==> config.mk <==
export PLATFORM = sky130hd
export DESIGN_NAME = wb_regfile
export DESIGN_NICKNAME = d
export VERILOG_FILES = /design/src/rtl/wb_regfile.sv
export SDC_FILE = /design/constraint.sdc
export NUM_CORES = 2
export LEC_CHECK = 0
export CELL_PAD_IN_SITES_DETAIL_PLACEMENT = 1
export CELL_PAD_IN_SITES_GLOBAL_PLACEMENT = 2
export CORE_MARGIN = 5
export CORE_UTILIZATION = 40
export CTS_CLUSTER_DIAMETER = 50
export DETAILED_ROUTE_END_ITERATION = 8
export HOLD_SLACK_MARGIN = 0.02
export PLACE_DENSITY = 0.83
export SLEW_MARGIN = 10
export SYNTH_ARGS = -nofsm -noshare
export SYNTH_HDL_FRONTEND = slang
export SYNTH_SLANG_ARGS = --single-unit
==> constraint.sdc <==
create_clock -name clk_i -period 9.19 [get_ports clk_i]
set_clock_uncertainty 0.1 [all_clocks]
set_input_delay 1.838 -clock clk_i [delete_from_list [all_inputs] [get_ports clk_i]]
set_output_delay 1.838 -clock clk_i [all_outputs]
set_load 0.01 [all_outputs]
==> src/rtl/wb_regfile.sv <==
// Writeback stage: selects the writeback value, commits it into the register file,
// and serves two combinational read ports with same-cycle write-through bypass.
module wb_regfile #(
  parameter int unsigned DATA_W = 32,
  parameter int unsigned ADDR_W = 5,
  parameter int unsigned CNT_W  = 32
) (
  input  logic              clk_i,
  input  logic              rst_i,
  input  logic              RegWrite_i,
  input  logic              MemtoReg_i,
  input  logic [DATA_W-1:0] ReadData_i,
  input  logic [DATA_W-1:0] ALUdata_i,
  input  logic [ADDR_W-1:0] RDaddr_i,
  input  logic [ADDR_W-1:0] RS1addr_i,
  input  logic [ADDR_W-1:0] RS2addr_i,
  output logic [DATA_W-1:0] RS1data_o,
  output logic [DATA_W-1:0] RS2data_o,
  output logic [DATA_W-1:0] WBdata_o,
  output logic              WBvalid_o,
  output logic [CNT_W-1:0]  RetireCnt_o
);

  localparam int unsigned NREG = 2 ** ADDR_W;

  logic [DATA_W-1:0] regs_q [NREG];
  logic [CNT_W-1:0]  cnt_q;
  logic [CNT_W-1:0]  cnt_d;
  logic [DATA_W-1:0] wb_data;
  logic              wb_valid;

  always_comb begin
    wb_data  = MemtoReg_i ? ReadData_i : ALUdata_i;
    wb_valid = RegWrite_i & (RDaddr_i != '0) & ~rst_i;
  end

  always_comb begin
    cnt_d = cnt_q;
    if (wb_valid) cnt_d = cnt_q + 1'b1;
  end

  always_ff @(posedge clk_i) begin
    if (rst_i) begin
      for (int unsigned i = 0; i < NREG; i++) regs_q[i] <= '0;
      cnt_q <= '0;
    end else begin
      if (wb_valid) regs_q[RDaddr_i] <= wb_data;
      cnt_q <= cnt_d;
    end
  end

  // Bypass is gated by wb_valid, so it is also disabled during reset.
  always_comb begin
    RS1data_o = '0;
    if (!rst_i && RS1addr_i != '0) begin
      if (wb_valid && RDaddr_i == RS1addr_i) RS1data_o = wb_data;
      else                                   RS1data_o = regs_q[RS1addr_i];
    end
  end

  always_comb begin
    RS2data_o = '0;
    if (!rst_i && RS2addr_i != '0) begin
      if (wb_valid && RDaddr_i == RS2addr_i) RS2data_o = wb_data;
      else                                   RS2data_o = regs_q[RS2addr_i];
    end
  end

  assign WBdata_o    = wb_data;
  assign WBvalid_o   = wb_valid;
  assign RetireCnt_o = cnt_q;

  always_ff @(posedge clk_i) begin
    if (!rst_i) assert (!$isunknown(RegWrite_i))
      else $error("RegWrite_i is X outside reset");
  end

endmodule

Yosys cells after proc, flatten, opt, wreduce, memory -nomap -nowiden
Memories as Yosys holds them, arrays and structs flattened.
Index checks and enable logic that the tools add are counted.
{"block": "classes", "addsub": 1, "mul": 0, "div": 0, "magnitude_cmp": 0, "eq_ne": 2, "n_shift": 0, "muxes": 13, "bitwise": 3, "n_reduce_logical": 9}
{"cell": "$mux 32", "n": 6}
{"cell": "$add 32x1->32 const B", "n": 1}
{"cell": "$reduce_or 32->1", "n": 1}
{"cell": "$reduce_bool 5->1", "n": 3}
{"cell": "$eq 5x5->1", "n": 2}
{"cell": "$mux 1", "n": 6}
{"cell": "$mux 5", "n": 1}
{"cell": "$logic_and 1x1->1", "n": 4}
{"cell": "$and 1x1->1", "n": 2}
{"cell": "$logic_not 1->1", "n": 1}
{"cell": "$not 1->1", "n": 1}
{"block": "totals", "regBits": 32, "latch_bits": 0, "ram_bits": 1024, "romBits": 0, "in_bits": 83, "output_inout_bits": 129, "wordCells": 30, "memories": 1}
{"name": "regs_q", "depth": 32, "word_bits": 32, "rd": 2, "rd_ports_with_merged_regs": 0, "wr": 32, "line_no": "26", "rtl": "logic [DATA_W-1:0] regs_q [NREG];"}

Longest topological paths before layout
{"block": "logic_depth", "depth_word": 8, "ltp_mapped": 10, "ltp_nobuf": 6}

Worst setup path after synthesis
OpenSTA, ideal clock, no wires.
{"block": "synth_timing", "path_kind": "in2out", "from": "input port RS2addr_i[0]", "to": "output port RS2data_o[11]", "arrival_time_ns": 3.866, "required_ns": 7.252, "slack_ns": 3.386, "cell_stages": 7, "n_path_buf": 3, "path_cell_list": "buf_2 -> buf_2 -> buf_1 -> mux4_2 -> a22oi_1 -> nor2_1 -> a2111o_1"}
{"block": "synth_between", "elab_chain_cells": 4, "elab_cells_between_ends": 7, "classes_between": "eq/ne (1); mux (2); reduce/logical (3); memory (1)"}
{"element": "start, declared", "line_no": "16", "rtl": "input logic [ADDR_W-1:0] RS2addr_i,"}
{"element": "parallel branches: the longest is 3 deep, another holds $mem_v2 32x32"}
{"element": "$mux 32 *", "line_no": "63", "rtl": "if (!rst_i && RS2addr_i != '0) begin"}
{"element": "end, declared", "line_no": "18", "rtl": "output logic [DATA_W-1:0] RS2data_o,"}
Mark *: on every way between the ends.

Worst setup path after layout
{"block": "layout_timing", "from": "input port RDaddr_i[2]", "to": "output port RS1data_o[19]"}
{"block": "layout_between", "elab_chain_cells": 6, "elab_cells_between_ends": 7, "classes_between": "eq/ne (1); mux (2); bitwise (2); reduce/logical (2)"}
{"element": "start, declared", "line_no": "14", "rtl": "input logic [ADDR_W-1:0] RDaddr_i,"}
{"element": "$reduce_bool 5->1", "line_no": "34", "rtl": "wb_valid = RegWrite_i & (RDaddr_i != '0) & ~rst_i;"}
{"element": "$and 1x1->1 (2 in a row)", "line_no": "34"}
{"element": "$logic_and 1x1->1 *", "line_no": "56", "rtl": "if (wb_valid && RDaddr_i == RS1addr_i) RS1data_o = wb_data;"}
{"element": "$mux 32 *", "line_no": "56"}
{"element": "$mux 32 *", "line_no": "55", "rtl": "if (!rst_i && RS1addr_i != '0) begin"}
{"element": "end, declared", "line_no": "17", "rtl": "output logic [DATA_W-1:0] RS1data_o,"}
Mark *: on every way between the ends. The rest lies on a longest branch, timed or not.

==> results.txt <==
CTS hold repair buffers - 0
Yosys top cell area share - 56.38%
Primary FF master, synth - edfxtp_1
Cells after Synth - 4003
Crit-path max FO - 22
Post-route core utilization - 46.54%
Period Utilization, post-route - 84.78%
Delay-heaviest family, CP - compound AO/OA/AOI/OAI gates
Buf/Inv on CP - 3
Pin count of the biggest net entering global routing - 93
Initial antenna violation count - 12
Pre-CTS WS - 1.442 ns
Area growth, synth to finish - 15.60%
Initial Util - 40.26%
Die area - 0.1438 mm2
Share of cells above drive strength 1 - 20.15%
Final Power - 12.29 mW
Actual slew at the worst max-slew pin - 1.237 ns
Worst setup startpoint - RDaddr_i[2]
Fillers - 13479
Synth warn - 0
Unrepaired setup endpoints after global routing - false
CP Class - in -> out
RR Startpoint - RetireCnt_o[3]
Total power divided by cell area - 195.0 mW/mm2
Final ANT Viol Nets - 0
Yosys cell types - 50
Core Box Area - 0.1355 mm2
Remaining global-route overflow - 0
Via density per instance - 6.643
Synth area leader - edfxtp_1
Drt initial violations - 5612
Top Ports - 212
Fin cells - 5961
Post-synthesis area per instance - 13.62 um2
Clock transition at path regs - 0.06 ns
Seq/Total Area, Yosys - 57.56%
Dominant cells by area after synthesis - edfxtp_1, mux4_2, nor2_1, mux2i_1, clkbuf_1
Drt wl/cell - 35.42 um
WL final - 211.2 mm
Ys async rst share - 0%
Post-route setup TNS - 0 ns
TritonRoute pass-1 iters - 6
Placed cells - 5735
Worst stage delay on the critical path - 0.88 ns
CTS tree - done
Startpoint Class - primary input
Die height - 379.3 um
Number of global-route vias before repair - 40744
Final Hold Viols - 0
# DRC - 0
Nets - 4161
Setup slack after layout - 1.399 ns
Status - complete, no violations
Post-DP HPWL - 123.1 mm
Clock latency at the later pin of the worst-skew pair - 0.74 ns
Post-synth EDFFs - 1024
Fmax - 128.3 MHz
Post-cts resize count - 0
Slew headroom - 17.52%
IO Port Bufs - 211
Min Clock Period, post-route - 7.791 ns
Critical path endpoint category - primary output
CTS buffer count - 121
Std-Cell Rows - 135
Leakage - 22.16 nW
Required @ worst endpoint - 7.25 ns
Max Cap Viol - 0
GRT Util Overall - 28.88%
CTS sink cnt - 1056
Worst VDD drop - 0.1561 mV
Post-Syn Area - 0.05454 mm2
Worst Hold Launch - RetireCnt_o[31]
Synthesis-stage register bit count - 1056
Root Buffer Master - clkbuf_16
Crit-path most repeated cell - clkdlybuf4s50_1
Slowest cell on crit path - a2111oi_4
Final setup viols - 0
Total number of vias - 39599
Post-CTS Setup Inserts - 0
H-tree depth - 3
Die width - 379.3 um
Clk buf depth - 3
Crit-path cells - clkdlybuf4s50_1, or3_1, o211ai_4, nor3_4, a2111oi_4, buf_12, a221o_1, clkdlybuf4s50_1
Max-slew violations - 0
CP arrival - 5.85 ns
RD Place Congestion - 0.8196
Worst hold path type - reg -> reg
First-pass GRT wire length - 296.3 mm
Slack of the worst reg-to-reg path - 6.36 ns
==> state kept, by name, indices dropped and copies added (netlist names) <==
register / count
RetireCnt_o: 32
regs_q: 1024
==> per-layer routing <==
| layer | GRT usage (%) | vias to the layer above | wire (um) |
|---|---|---|---|
| met4 | 11.75 | 8 | 9620 |
| met3 | 6.184 | 513 | 24710 |
| met2 | 45.71 | 2852 | 97040 |
| met5 | 0 | - | 63 |
| li1 | - | 15465 | - |
| met1 | 39.05 | 20761 | 79730 |
==> power by group <==
group	switching, mW	internal, mW	total (mW)
combinational	0.978	0.645	1.62
sequential	0.140	5.54	5.68
clock	2.09	2.90	4.99
total	3.21	9.09	12.3
==> cell families (layout without fill, tap and decap cells) <==
| kind of cell | Yosys count | after routing | share of synthesized area, % |
|---|---|---|---|
| muxes | 705 | 705 | 22.41 |
| adders and majority gates | 1 | 1 | 0.02294 |
| buffers and inverters | 456 | 600 | 3.522 |
| DFF | 1056 | 1056 | 57.56 |
| xor gates and xnor gates | 32 | 32 | 0.5139 |
| AOI/OAI and AO/OA | 417 | 417 | 6.295 |
| other | 1 | 34 | 0.006876 |
| and+or+nand+nor | 1335 | 1335 | 9.670 |
==> cells in the mapped netlist (3+ instances only) <==
library cell,instances
nor2_1,1120
edfxtp_1,1024
mux4_2,413
clkbuf_1,313
mux2i_1,292
a221oi_1,130
a22oi_1,129
nand2_1,111
buf_2,61
a21oi_1,41
inv_1,38
nor2b_1,35
o21bai_1,33
a2111o_1,32
a221o_1,32
dfxtp_1,32
xnor2_1,24
buf_1,23
nor4_1,14
buf_6,13
nand3_1,11
nand4_1,8
or3_1,8
xor2_1,8
and3_1,6
nor3_1,6
o21ai_0,6
and4_1,4
nor3b_1,4
buf_4,3
o21a_1,3
==> final cells by class <==
type                    instances  area, um2  share of cell area (%)
repair buffers                336       3279                   5.202
multi-input cells            2522      21920                   34.77
clock inverters                82      902.1                   1.431
diodes                          2      5.005                0.007938
inverters                      40      151.4                  0.2401
clock buffers                 142       3171                   5.029
flip-flops and latches       1056      31390                   49.79
well taps                    1781       2228                   3.535
==> cells in the final DEF (no fill, tap or decap), drive strengths merged, types with 2 or more instances in the layout <==
master         count
a221oi           130
nor3b              4
or3                8
o21a               3
and4               4
dfxtp             32
edfxtp          1024
nor2b             35
a22oi            129
o31ai              3
diode              2
or4                2
xnor2             24
conb              32
o21ai              7
o21bai            33
nand3             11
nor4              14
and3               6
nor3               7
nand2            112
a2111o            32
bufinv            15
nand4              8
o311ai             2
buf              135
mux4             413
inv               55
mux2i            292
nor2            1120
xor2               8
o31a               2
clkinvlp          10
a221o             32
and2               2
clkdlybuf4s50    201
a21oi             41
clkbuf           142
clkinv            42
==> metrics by stage <==
stage	hold slack [ns]	instance area [um2]
after global routing	0.4327	63040
after detailed placement	0.3999	58970
final	0.4096	63050
after global placement	0.3755	58950
after CTS	0.4097	63040
after floorplan	0.4023	54650
==> worst min-delay path: stages (launching register included) <==
cell and delay [ns]:
dfxtp_1 0.33, o21ai_0 0.08, a21oi_1 0.06
==> final timing paths <==
kind                          end  cells after the start
setup / recovery    RS1data_o[19]                      8
hold / removal    RetireCnt_o[31]                      2
setup reg to reg  RetireCnt_o[29]                      5
hold reg to reg   RetireCnt_o[31]                      2
Power figures use the tool's default switching activity.
